[src/rtl/hazard_scoreboard.sv]
// Register scoreboard and IF/ID stall controller for the 5-stage ARM pipeline.
// Define HAZARD_SCOREBOARD_FORWARDING_EN to reduce it to a load-use stall for a forwarding design.
module hazard_scoreboard #(
    parameter int unsigned NREG    = 16,
    parameter int unsigned CNT_W   = 2,
    parameter int unsigned STALL_W = 16
) (
    input  logic               clk,
    input  logic               rst,
    input  logic               id_valid,
    input  logic [3:0]         src1,
    input  logic [3:0]         src2,
    input  logic               Rn_is_valid,
    input  logic               Two_src,
    input  logic               cond_used,
    input  logic               id_wb_en,
    input  logic               id_s,
    input  logic               id_mem_r,
    input  logic [3:0]         Dest,
    input  logic               flush,
    input  logic               writeBackEn,
    input  logic [3:0]         Dest_wb,
    output logic               hazard,
    output logic               freeze,
    output logic [STALL_W-1:0] stall_count,
    output logic               sb_error
);

    logic               issue;
    logic               sr_pending_q;
    logic [STALL_W-1:0] stall_q;

    assign issue       = id_valid & ~hazard & ~flush;
    assign freeze      = hazard;
    assign stall_count = stall_q;

`ifdef HAZARD_SCOREBOARD_FORWARDING_EN

    logic       ld_valid_q;
    logic [3:0] ld_dest_q;
    logic       unused_wb;

    assign unused_wb = writeBackEn ^ (^Dest_wb);
    assign sb_error  = 1'b0;

    // Only a load sitting in EXE cannot be forwarded to the instruction in ID.
    assign hazard = id_valid &
                    ((ld_valid_q & ((Rn_is_valid & (src1 == ld_dest_q)) |
                                    (Two_src & (src2 == ld_dest_q)))) |
                     (cond_used & sr_pending_q));

    always_ff @(posedge clk) begin
        if (rst) begin
            ld_valid_q <= 1'b0;
            ld_dest_q  <= '0;
        end else begin
            ld_valid_q <= issue & id_mem_r & id_wb_en;
            ld_dest_q  <= Dest;
        end
    end

`else

    localparam logic [CNT_W-1:0] CntMax = '1;

    logic [CNT_W-1:0] pend_q [NREG];
    logic [CNT_W-1:0] pend_d [NREG];
    logic [NREG-1:0]  inc_vec;
    logic [NREG-1:0]  dec_vec;
    logic             err_q;
    logic             err_d;
    logic             unused_mem_r;

    assign unused_mem_r = id_mem_r;
    assign sb_error     = err_q;

    assign hazard = id_valid &
                    ((Rn_is_valid & (pend_q[src1] != '0)) |
                     (Two_src & (pend_q[src2] != '0)) |
                     (cond_used & sr_pending_q));

    always_comb begin
        inc_vec = '0;
        dec_vec = '0;
        for (int i = 0; i < NREG; i++) begin
            inc_vec[i] = issue & id_wb_en & (Dest == 4'(i));
            dec_vec[i] = writeBackEn & (Dest_wb == 4'(i));
        end
    end

    // A simultaneous issue and write-back to one register cancel out.
    always_comb begin
        err_d = err_q;
        for (int i = 0; i < NREG; i++) begin
            pend_d[i] = pend_q[i];
            if (inc_vec[i] && !dec_vec[i]) begin
                if (pend_q[i] == CntMax) begin
                    err_d = 1'b1;
                end else begin
                    pend_d[i] = pend_q[i] + CNT_W'(1);
                end
            end else if (dec_vec[i] && !inc_vec[i]) begin
                if (pend_q[i] == '0) begin
                    err_d = 1'b1;
                end else begin
                    pend_d[i] = pend_q[i] - CNT_W'(1);
                end
            end
        end
    end

    always_ff @(posedge clk) begin
        if (rst) begin
            for (int i = 0; i < NREG; i++) begin
                pend_q[i] <= '0;
            end
            err_q <= 1'b0;
        end else begin
            pend_q <= pend_d;
            err_q  <= err_d;
        end
    end

`endif

    // SR is written at the end of EXE, so it is unsettled for one cycle only.
    always_ff @(posedge clk) begin
        if (rst) begin
            sr_pending_q <= 1'b0;
            stall_q      <= '0;
        end else begin
            sr_pending_q <= issue & id_s;
            if (hazard && (stall_q != '1)) begin
                stall_q <= stall_q + STALL_W'(1);
            end
        end
    end

endmodule

[config.mk]
export PLATFORM = sky130hd
export DESIGN_NAME = hazard_scoreboard
export DESIGN_NICKNAME = d
export VERILOG_FILES = /design/src/rtl/hazard_scoreboard.sv
export SDC_FILE = /design/constraint.sdc
export NUM_CORES = 1
export LEC_CHECK = 0
export ABC_CLOCK_PERIOD_IN_PS = 3900
export BUFFER_PORTS_ARGS = -buffer_cell sky130_fd_sc_hd__buf_2
export CAP_MARGIN = 10
export CELL_PAD_IN_SITES_DETAIL_PLACEMENT = 2
export CELL_PAD_IN_SITES_GLOBAL_PLACEMENT = 2
export CORE_AREA = 5 5 111 113
export CTS_CLUSTER_SIZE = 10
export DETAILED_ROUTE_END_ITERATION = 12
export DIE_AREA = 0 0 116 118
export GPL_ROUTABILITY_DRIVEN = 0
export PLACE_DENSITY_LB_ADDON = 0.1
export REMOVE_ABC_BUFFERS = 1
export SLEW_MARGIN = 20
export SYNTH_ARGS = -nofsm -noshare
export SYNTH_HDL_FRONTEND = slang
export SYNTH_SLANG_ARGS = --single-unit
[constraint.sdc]
create_clock -name clk -period 3.9 [get_ports clk]
set_input_delay 0.78 -clock clk [delete_from_list [all_inputs] [get_ports clk]]
set_output_delay 0.78 -clock clk [all_outputs]
set_load 0.02 [all_outputs]
==> results.cfg <==
[status]
outcome = finished clean

[yosys]
syn_area_mm2 = 0.00373
synth_cell_types = 45
ys_seq_area_share_pct = 26.8
syn_inst = 496
ys_warn_count = 0
yosys_register_bits = 50
synth_edf_count = 0
synth_flop_cell = dfxtp_1
avgSynthCellArea_um2 = 7.53
async_reset_ff_share_pct = 0

[flow_run]
max_cap_viol_count = 0

[worst_setup_path]
crit_type = input port to register
crit_arrival_ns = 3.85
worst-path-max-fanout = 8
cp_data_required_time_ns = 4.07
r2r_slack_ns = 0.26
critPathLaunchType = input port
cp_cell_sequence = buf_2 -> inv_1 -> mux4_1 -> a32oi_1 -> a32oi_1 -> nand2_1 -> or4_1 -> nor2_1 -> ha_1 -> nor4b_1 -> a311oi_1 -> nand4_1 -> a311oi_1 -> a31oi_1
path_delay_family = simple AND/OR/NAND/NOR gates
path_buf_inv = 2
endpoint_kind = register
worst_path_max_delay_cell = or4_1
crit_path_max_incr_delay_ns = 0.59

[power]
peakVddDrop_mv = 0.236
pwr_density_cell_mw_per_mm2 = 252
p_leak_nw = 1.72

[place]
hpwl_mm = 10.7
placed_cells = 690
place_ws_ns = -0.0861
io_buffers = 44

[layout]
area_growth_syn_to_layout_pct = 16.9
mostFrequentLayoutCell = nor2_1
antenna_cells = 0
layout_common_cells = nor2_1 (56), dfxtp_1 (50), nand2_1 (49), o21ai_0 (44), buf_2 (44)
instances_no_fill = 698
drive_gt1_share_pct = 16.0
utilization_pct = 38.9
nets = 614
fill_cells = 1344

[floorplanning]
start_util_pct = 33.3
ioPinCount = 46
die_x_um = 116
dieArea_mm2 = 0.0137
core_mm2 = 0.0112
std_cell_rows = 39
chipHeight_um = 118

[drt]
ant_nets = 0
dr.first_iter.drc_count = 177
finalWirelength_mm = 13.3
drc = 0
routedWlPerCell_um = 19.0
vias_per_cell = 5.51
dr.pass1.iters = 5
routed-via-count = 3843

[global_routing]
grt_first_pass_wirelength_mm = 21.9
grt_overflow = 0
grt_pass1_vias = 4172
antenna_found_initial = 0
grt_max_degree = 30
grt_usage_pct = 20.1

[sta]
rsz0062_at_grt = no
hold_violations = 0
period_needed_ns = 3.68
tightest_slew_ns = 0.744
skew_ns = 0.00847
layout_setup_ws_ns = 0.219
slew_violations = 0
fmax_mhz = 272
finalSetupViolCount = 0
period_share_pct = 94.4
slew_headroom_pct = 50.4

[cts]
clock_path_buffers = 2
cts_max_level = 2
cts_tree = done
cts_setup_buffers = 0
cts.sinks = 50
ctsResizeCount = 0
clk_pin_slew_worst_paths_ns = 0.07
root_buffer = clkbuf_16
cts_hold_buf = 0
clock_latency_ns = 0.31
cts_inserted_buffers = 5

[hold_path]
hp-class = register to register
-- state kept, by name, indices dropped and copies added (netlist names) --
name and count:
sr_pending_q 1, sb_error 1, stall_count 16, pend_q 32
-- per-layer routing --
layer | global-route usage (%) | vias up | share of wire [%]
li1 | - | 1893 | -
met1 | 26.3 | 1896 | 46
met2 | 34.4 | 44 | 50
met3 | 3.19 | 10 | 2.9
met4 | 4.57 | 0 | 1.1
met5 | 0 | - | 0
-- cells by family after synthesis --
kind of cell | share of synthesized area (%)
DFF | 26.8
muxes | 6.43
adders and majority gates | 11.1
AOI/OAI and AO/OA | 18.4
buffers and inverters | 5.46
xor gates and xnor gates | 0.235
and+or+nand+nor | 31.6
-- cell type report --
cell class                      count  area (µm²)  share of cell area [%]
Sequential cell                    50        1000                    22.9
Timing Repair Buffer               62         355                    8.14
Tap cell                          143         179                    4.10
Multi-Input combinational cell    400        2550                    58.4
Clock buffer                        5         125                    2.87
Clock inverter                      3        23.8                   0.545
Inverter                           35         131                    3.01
-- path summary, 6_finish.rpt --
check | startpoint | endpoint | cells after the start
max | src1[1] | sb_error$_SDFF_PP0_ | 14
min | stall_count[5]$_SDFFE_PP0P_ | stall_count[5]$_SDFFE_PP0P_ | 2
max reg2reg | pend_q[28]$_SDFFE_PP0P_ | sb_error$_SDFF_PP0_ | 13
min reg2reg | stall_count[5]$_SDFFE_PP0P_ | stall_count[5]$_SDFFE_PP0P_ | 2
-- worst reg2reg max path, cell delays in order, from the launching register on --
cell	delay, ns
dfxtp_1	0.36
nor2_1	0.30
mux4_1	0.30
a32oi_1	0.07
a32oi_1	0.25
nand2_1	0.23
or4_1	0.59
nor2_1	0.14
ha_1	0.19
nor4b_1	0.06
a311oi_1	0.35
nand4_1	0.22
a311oi_1	0.34
a31oi_1	0.12
-- through the flow --
stage                     TNS [ns]  hold WS, ns  power [mW]  instance area (µm²)
after floorplan                  0        0.473       0.581                 3660
after global placement           0        0.485       0.642                 4200
after detailed placement   -0.0861        0.502       0.646                 4200
after CTS                        0        0.515        1.12                 4340
after global routing             0        0.535        1.15                 4360
final                            0        0.516        1.10                 4360
-- Yosys cell counts (all sizes together) (2+ instances only) --
| master | count | area share (%) |
|---|---|---|
| a221oi | 4 | 0.94 |
| nand3b | 10 | 2.0 |
| a21o | 5 | 1.0 |
| ha | 33 | 11 |
| or4 | 8 | 1.6 |
| nor3 | 12 | 1.6 |
| nand4 | 7 | 1.2 |
| nand3 | 32 | 4.3 |
| inv | 35 | 3.5 |
| a32oi | 2 | 0.47 |
| and3 | 4 | 0.67 |
| nand2b | 14 | 2.3 |
| and2b | 2 | 0.40 |
| mux2 | 2 | 0.60 |
| a21oi | 39 | 5.2 |
| dfxtp | 50 | 27 |
| nor2 | 63 | 6.5 |
| buf | 5 | 1.1 |
| o31ai | 4 | 0.80 |
| nand2 | 49 | 4.9 |
| o22ai | 6 | 1.0 |
| o21ai | 44 | 5.9 |
| a311oi | 4 | 0.94 |
| nor4 | 5 | 0.84 |
| clkbuf | 6 | 0.87 |
| a31oi | 6 | 1.0 |
| mux4 | 8 | 5.0 |
| mux2i | 3 | 0.80 |
| nor2b | 13 | 2.2 |
| nor4b | 4 | 0.94 |
| or3 | 7 | 1.2 |
| and2 | 3 | 0.50 |
-- power breakdown --
group / switching, mW / internal [mW] / leakage, nW / total (mW)
sequential: 0.00295 / 0.513 / 0.403 / 0.516
combinational: 0.0784 / 0.0404 / 1.25 / 0.119
clock: 0.226 / 0.241 / 0.0664 / 0.467
No activity file was read; power rests on OpenSTA's default activity.
